File: config.mk
export PLATFORM = sky130hd
export DESIGN_NAME = fifo_rd_engine_flat
export DESIGN_NICKNAME = d
export VERILOG_FILES = /design/src/rtl/fifo_rd_engine_pkg.sv /design/src/rtl/fifo_rd_engine_if.sv /design/src/rtl/fifo_rd_engine_skid_buf.sv /design/src/rtl/fifo_rd_engine.sv /design/src/flat_wrapper.sv
export SDC_FILE = /design/constraint.sdc
export NUM_CORES = 1
export LEC_CHECK = 0
export BUFFER_PORTS_ARGS = -buffer_cell sky130_fd_sc_hd__buf_2
export CAP_MARGIN = 10
export CORE_ASPECT_RATIO = 1.1
export CORE_MARGIN = 2
export CORE_UTILIZATION = 49
export DETAILED_ROUTE_END_ITERATION = 8
export GPL_TIMING_DRIVEN = 0
export PLACE_DENSITY = 0.74
export SLEW_MARGIN = 10
export SYNTH_ARGS = -nofsm -noshare
export SYNTH_HDL_FRONTEND = slang
export SYNTH_SLANG_ARGS = --single-unit
File: constraint.sdc
create_clock -name clk -period 2.4 [get_ports clk]
set_input_delay 0.72 -clock clk [delete_from_list [all_inputs] [get_ports clk]]
set_output_delay 0.72 -clock clk [all_outputs]
set_load 0.01 [all_outputs]
File: src/rtl/fifo_rd_engine_pkg.sv
// Shared types and constants for the FIFO read-side drain engine.
package fifo_rd_pkg;

  // Skid buffer occupancy counter width (holds 0..2).
  localparam int unsigned occ_width = 2;

  typedef enum logic [1:0] {
    IDLE  = 2'd0,
    DRAIN = 2'd1,
    FLUSH = 2'd2
  } state_t;

endpackage

File: src/rtl/fifo_rd_engine_if.sv
// Bundle of FIFO read-side and downstream stream signals for fifo_rd_engine.
//   master : engine side (drives re, stream outputs and status)
//   slave  : FIFO/downstream side (drives fifo_full/done/data and m_ready)
interface fifo_rd_engine_if #(
  parameter int unsigned width     = 16,
  parameter int unsigned adr_width = 3
);

  logic                 fifo_full;
  logic                 fifo_done;
  logic [width-1:0]     fifo_data;
  logic                 re;
  logic [width-1:0]     m_data;
  logic                 m_valid;
  logic                 m_ready;
  logic                 m_last;
  logic                 busy;
  logic                 err;
  logic [adr_width:0]   word_cnt;

  modport master (
    input  fifo_full, fifo_done, fifo_data, m_ready,
    output re, m_data, m_valid, m_last, busy, err, word_cnt
  );

  modport slave (
    output fifo_full, fifo_done, fifo_data, m_ready,
    input  re, m_data, m_valid, m_last, busy, err, word_cnt
  );

endinterface

File: src/rtl/fifo_rd_engine_skid_buf.sv
// Two-entry FIFO register pair that absorbs downstream backpressure.
//   clk, rst : clock, async active-low reset
//   push/din : write a word (caller guarantees it never overflows)
//   pop      : remove the oldest word (ignored when empty)
//   valid    : buffer non-empty; data : oldest word; count : occupancy
module rd_skid_buf
  import fifo_rd_pkg::*;
#(
  parameter int unsigned width = 16
) (
  input  logic                 clk,
  input  logic                 rst,
  input  logic                 push,
  input  logic                 pop,
  input  logic [width-1:0]     din,
  output logic                 valid,
  output logic [width-1:0]     data,
  output logic [occ_width-1:0] count
);

  logic [width-1:0]     e0;
  logic [width-1:0]     e1;
  logic [occ_width-1:0] cnt;
  logic                 pop_ok_c;

  assign pop_ok_c = pop && (cnt != '0);

  // e0 is always the oldest entry; a pop shifts e1 down.
  always_ff @(posedge clk or negedge rst) begin
    if (!rst) begin
      e0  <= '0;
      e1  <= '0;
      cnt <= '0;
    end else begin
      case ({push, pop_ok_c})
        2'b10: begin
          if (cnt == '0) e0 <= din;
          else           e1 <= din;
          cnt <= cnt + occ_width'(1);
        end
        2'b01: begin
          e0  <= e1;
          cnt <= cnt - occ_width'(1);
        end
        2'b11: begin
          // Occupancy unchanged; the new word goes behind whatever remains.
          if (cnt == occ_width'(1)) begin
            e0 <= din;
          end else begin
            e0 <= e1;
            e1 <= din;
          end
        end
        default: ;
      endcase
    end
  end

  assign valid = (cnt != '0);
  assign data  = e0;
  assign count = cnt;

endmodule

File: src/rtl/fifo_rd_engine.sv
// Read-side drain engine: waits for a full FIFO burst, pulls depth words with
// re strobes and streams them out on a valid/ready interface with m_last.
//   clk, rst : clock, async active-low reset
//   bus      : fifo_rd_engine_if.master (FIFO read port, stream, status)
module fifo_rd_engine
  import fifo_rd_pkg::*;
#(
  parameter int unsigned width     = 16,
  parameter int unsigned depth     = 8,
  parameter int unsigned adr_width = 3
) (
  input  logic             clk,
  input  logic             rst,
  fifo_rd_engine_if.master bus
);

  localparam int unsigned cnt_width = adr_width + 1;
  localparam int unsigned occ_ext   = occ_width + 1;
  localparam logic [cnt_width-1:0] depth_c  = cnt_width'(depth);
  localparam logic [cnt_width-1:0] last_idx = cnt_width'(depth - 1);

  state_t               state;
  state_t               state_nxt;
  logic [cnt_width-1:0] issued;
  logic [cnt_width-1:0] word_cnt;
  logic                 re;
  logic                 arm;
  logic                 err;

  logic                 start_c;
  logic                 pop_c;
  logic                 credit_c;
  logic                 re_nxt_c;
  logic                 abort_c;
  logic [occ_ext-1:0]   occ_c;

  logic                 buf_valid;
  logic [width-1:0]     buf_data;
  logic [occ_width-1:0] buf_count;

  assign start_c = (state == IDLE) && arm && bus.fifo_full;
  assign pop_c   = buf_valid && bus.m_ready;

  // Occupancy the buffer will have before the next read lands; a new read is
  // safe only if at least one slot is guaranteed free at capture time.
  assign occ_c    = occ_ext'(buf_count) + occ_ext'(re) - occ_ext'(pop_c);
  assign credit_c = (occ_c < occ_ext'(2));

  // State register.
  always_ff @(posedge clk or negedge rst) begin
    if (!rst) state <= IDLE;
    else      state <= state_nxt;
  end

  // Next-state logic.
  always_comb begin
    state_nxt = state;
    unique case (state)
      IDLE:  if (start_c) state_nxt = DRAIN;
      DRAIN: if ((issued == depth_c) || bus.fifo_done) state_nxt = FLUSH;
      // Leave on the edge that pops the final buffered word.
      FLUSH: if (!re && ((buf_count == '0) ||
                         ((buf_count == occ_width'(1)) && pop_c)))
               state_nxt = IDLE;
      default: state_nxt = IDLE;
    endcase
  end

  // Read issue and abort decode.
  always_comb begin
    re_nxt_c = 1'b0;
    abort_c  = 1'b0;
    if (state == DRAIN) begin
      re_nxt_c = (issued < depth_c) && !bus.fifo_done && credit_c;
      abort_c  = bus.fifo_done && (issued < depth_c);
    end
  end

  // Read strobe, counters, arm and sticky error.
  always_ff @(posedge clk or negedge rst) begin
    if (!rst) begin
      re       <= 1'b0;
      issued   <= '0;
      word_cnt <= '0;
      arm      <= 1'b1;
      err      <= 1'b0;
    end else begin
      re <= re_nxt_c;
      if (start_c) begin
        issued   <= '0;
        word_cnt <= '0;
      end else begin
        if (re_nxt_c) issued   <= issued + cnt_width'(1);
        if (pop_c)    word_cnt <= word_cnt + cnt_width'(1);
      end
      // A held-high fifo_full must drop before another burst may start.
      if (start_c)            arm <= 1'b0;
      else if (!bus.fifo_full) arm <= 1'b1;
      if (abort_c) err <= 1'b1;
    end
  end

  // Each re cycle's fifo_data is captured at the edge that ends it.
  rd_skid_buf #(
    .width (width)
  ) u_skid (
    .clk   (clk),
    .rst   (rst),
    .push  (re),
    .pop   (pop_c),
    .din   (bus.fifo_data),
    .valid (buf_valid),
    .data  (buf_data),
    .count (buf_count)
  );

  assign bus.re       = re;
  assign bus.m_valid  = buf_valid;
  assign bus.m_data   = buf_data;
  // Only a complete burst ever has a word at index depth-1.
  assign bus.m_last   = buf_valid && (word_cnt == last_idx);
  assign bus.busy     = (state != IDLE);
  assign bus.err      = err;
  assign bus.word_cnt = word_cnt;

endmodule

File: src/flat_wrapper.sv
// flat-port wrapper written by rule: the top's interface ports become plain ports
module fifo_rd_engine_flat import fifo_rd_pkg::*;
#(
  parameter int unsigned width     = 16,
  parameter int unsigned depth     = 8,
  parameter int unsigned adr_width = 3
)
  (clk, rst, bus_fifo_full, bus_fifo_done, bus_fifo_data, bus_m_ready, bus_re, bus_m_data, bus_m_valid, bus_m_last, bus_busy, bus_err, bus_word_cnt);
  fifo_rd_engine_if #(.width(width), .adr_width(adr_width)) bus_i ();
  input  logic clk;
  input  logic rst;
  input wire logic [$bits(bus_i.fifo_full)-1:0] bus_fifo_full;
  input wire logic [$bits(bus_i.fifo_done)-1:0] bus_fifo_done;
  input wire logic [$bits(bus_i.fifo_data)-1:0] bus_fifo_data;
  input wire logic [$bits(bus_i.m_ready)-1:0] bus_m_ready;
  output wire logic [$bits(bus_i.re)-1:0] bus_re;
  output wire logic [$bits(bus_i.m_data)-1:0] bus_m_data;
  output wire logic [$bits(bus_i.m_valid)-1:0] bus_m_valid;
  output wire logic [$bits(bus_i.m_last)-1:0] bus_m_last;
  output wire logic [$bits(bus_i.busy)-1:0] bus_busy;
  output wire logic [$bits(bus_i.err)-1:0] bus_err;
  output wire logic [$bits(bus_i.word_cnt)-1:0] bus_word_cnt;
  assign bus_i.fifo_full = bus_fifo_full;
  assign bus_i.fifo_done = bus_fifo_done;
  assign bus_i.fifo_data = bus_fifo_data;
  assign bus_i.m_ready = bus_m_ready;
  assign bus_re = bus_i.re;
  assign bus_m_data = bus_i.m_data;
  assign bus_m_valid = bus_i.m_valid;
  assign bus_m_last = bus_i.m_last;
  assign bus_busy = bus_i.busy;
  assign bus_err = bus_i.err;
  assign bus_word_cnt = bus_i.word_cnt;
  fifo_rd_engine #(.width(width), .depth(depth), .adr_width(adr_width)) u_core (.clk(clk), .rst(rst), .bus(bus_i));
endmodule
==> key figures <==
Global route
  • Largest net degree at the start of global routing: 48
  • Gr ovfl total: 0
  • First-pass GRT wire length: just over 8 mm
  • Initial antenna violation count: 0
  • Overall global routing resource usage: a little under a fifth
  • Number of global-route vias before repair: between 1.5k and 2k

Layout
  • Sequential cell area: approximately 1200 µm²
  • Final-layout fill cell count: a little under 400
  • Area growth from synthesis to layout: 21.1%
  • # nets final: around 300
  • Share of layout cells above drive strength 1: between 30 and 40%
  • Most common cell after layout, fill and taps aside: buf_2
  • Most frequent cells in the layout: buf_2 (49), dfrtp_1 (45), o21ai_0 (19), nor2_1 (19), nand3_1 (18)
  • Multi-input logic area: ~1100 µm²
  • Number of diodes: 0

Yosys
  • Sequential cell area fraction in the yosys report: around 50%
  • Synth Area in XOR/XNOR: 1.88%
  • Post-synth top flop: dfrtp_1
  • Share of the synthesized area in the top cell type: 49.4%
  • Largest family of logic cells by synthesized area: simple AND/OR/NAND/NOR gates
  • Post-Synth Simple-Gate Area: 15.1%
  • Post-synth EDFFs: 0
  • Synth Area in Compound Gates: roughly 11%
  • Syn Area/Cell: 11.1 µm²
  • Yosys warning count: 0
  • Post-Syn Nets: 242
  • Proportion of synthesized area in mux cells: around a tenth
  • Ys async rst share: 100%
  • Unique masters post-synth: 39
  • Cell area after synthesis: between 2000 and 2500 µm²
  • Syn Inst Count: between 200 and 250
  • Synth top area cells: dfrtp_1 (49%), mux2_4 (6.4%), ha_1 (4.8%)
  • #FFs+latches synth: between 40 and 50
  • Yosys top cell by area: dfrtp_1
  • Adder-cell share of the synthesized area: approximately 5.7%

Critical path
  • R2R depth: 10
  • Reg-to-Reg End: u_core.issued[1]
  • WP buf/inv: 2
  • Crit Path Max Fanout: 4
  • Startpoint Class: flip-flop
  • Crit path kind: flip-flop to flip-flop
  • End point of the critical path: u_core.issued[1]
  • Delay-heaviest family, CP: adder cells
  • Worst setup EP type: flip-flop
  • Crit path depth: 10
  • Critical Path AT: between 2000 and 3000 ps
  • CP startpoint: u_core.u_skid.count[1]
  • Critical-path cell list: inv_2 -> ha_4 -> and2b_2 -> ha_4 -> nand2b_4 -> fa_1 -> and4bb_2 -> nand3_2 -> inv_2 -> o31ai_4
  • R2r setup slk: roughly 51 ps
  • CP max stage cell: fa_1
  • Worst Path Required: between 2000 and 3000 ps
  • Slowest stage delay, CP: about 480 ps
  • Origin of the critical flop-to-flop path: u_core.u_skid.count[1]

Clock tree
  • H-tree levels: 2
  • Clock buffer depth: 2
  • CTS Sinks: between 40 and 50
  • CTS tree: done
  • Clk slew on worst S/H paths: roughly 80 ps
  • TritonCTS buffer count: 5
  • Clk_lat worst skew: approximately 300 ps
  • Clock root buffer: clkbuf_8

Floorplanning
  • IO Count: between 40 and 50
  • Core Region: ~4600 µm²
  • Starting Density: between 50 and 60%
  • Die Span Y: between 70 and 80 µm
  • Die Width: 69.8 µm
  • Cell Rows: 26
  • Die area: 5330 µm²

Status
  • Status: finished, final reports clean

Place
  • Dpl ws: -305 ps
  • IO buf count: between 40 and 50
  • DPL Wire Length: between 3 and 4 mm
  • GP Congestion: around 0.77

Timing
  • Total Neg Setup Slack: 0 ps
  • Final Max Slew Viols: 0
  • Slew @ Worst Pin: just over 1000 ps
  • Final min period: between 2000 and 2500 ps
  • Final Cycle Share: 97.9%
  • Unrepaired setup endpoints after global routing: true
  • Final hold slack: ~480 ps
  • Hold Fails Final Rpt: 0
  • Setup violators final: 0
  • Highest Clock Rate: about 430 MHz
  • Clk_skew: slightly below 7 ps
  • Relative slew margins: 31.4%
  • Worst Slack Setup Final: between 50 and 60 ps

Power and ir drop
  • Pwr Density: ~1200 nW/µm²
  • Overall power: roughly 3400 µW
  • Max IR drop VDD: approximately 0.51 mV
  • Leak pwr: 0.00136 µW

Drt
  • Pre-antenna DRT Iters: 4
  • Via count: roughly 1.8k
  • Post-DR wirelength/cell: between 10 and 15 µm
  • Routed vias/inst: around 5.5
  • Starting DRT DRC Count: about 110
  • DRC viols: 0
  • Total detailed-routing wirelength: roughly 4.8 mm
  • ANT nets after route: 0

Flow run
  • Max cap viols: 0

Min path
  • Worst min path class: flip-flop to flip-flop
## where the power goes
part	switching, µW	total (µW)	internal [µW]
clock network	277	512	235
registers	209	1360	1150
logic	781	1570	794
## synth_stat cells (3+ instances only)
cell      number
nor2_1        19
nand2b_1       3
xnor2_1        4
ha_1           9
inv_1          8
a31oi_1       16
a21oi_1        4
nand2_1        9
dfrtp_1       46
mux2_2         7
mux2_4        10
o21ai_0       19
nand3b_1       3
nand3_1       19
clkbuf_1       3
buf_2          4
## worst min-delay path by stage
stage | from | to | slack, ps | cells after the start
after global routing | u_core.bus.err | u_core.bus.err | 510 | 1
after floorplan | rst | u_core.bus.err | 420 | 0
after global placement | u_core.bus.err | u_core.bus.err | 450 | 1
after CTS | u_core.arm | u_core.arm | 470 | 2
after detailed placement | u_core.arm | u_core.arm | 460 | 2
final | u_core.arm | u_core.arm | 480 | 2
## logic make-up after synthesis
logic type	after synthesis
adder cells (fa/ha/maj)	10
AO/OA/AOI/OAI	43
XOR/XNOR	5
multiplexers	19
flip-flops	47
AND/OR/NAND/NOR	66
buffers and inverters	21
## layer usage
layer / global-route usage [%] / wire length (µm)
met5: 0 / 0
met4: 10.6 / 102
met3: 3.57 / 260
met2: 29.4 / 2320
met1: 25.2 / 2080
## stage by stage
step / util, % / std cells / instance area, µm²
2_1_floorplan: - / 211 / 2340
3_3_place_gp: 57.2 / 312 / 2640
3_5_place_dp: 57.2 / 312 / 2640
4_1_cts: 60.6 / 324 / 2800
5_1_grt: 61.1 / 325 / 2820
6_report: 61.1 / 325 / 2820
## sequential cells by signal, summed over array words and instances, names as in the netlist
signal / count
u_core.arm: 1
u_core.bus.err: 1
u_core.bus.re: 1
u_core.bus.word_cnt: 4
u_core.issued: 4
u_core.state: 2
u_core.u_skid.count: 2
u_core.u_skid.data: 16
u_core.u_skid.e1: 16
## what timing repair did
| item | in CTS | in global routing |
|---|---|---|
| gates resized for setup | 5 | 4 |
| buffers inserted | 4 | 1 |
| endpoints found under the setup margin | 5 | 5 |
| hold buffers | 0 | 0 |
| pin swaps | 2 | 1 |
## cell type report
cell class	instances	area share, %
Buffer	12	2.92
Clock buffer	6	2.92
Clock inverter	2	0.576
Inverter	9	1.20
Multi-Input combinational cell	143	38.9
Sequential cell	47	41.7
Tap cell	56	2.48
Timing Repair Buffer	50	9.30
## worst reg2reg max path: cells and delay by family (launching register included)
| kind | cells | cell delay (ps) |
|---|---|---|
| compound gates | 1 | 70 |
| simple gates | 4 | 760 |
| buf+inv | 2 | 170 |
| fa+ha+maj | 3 | 820 |
| flops | 1 | 420 |
Power figures use the tool's default switching activity.
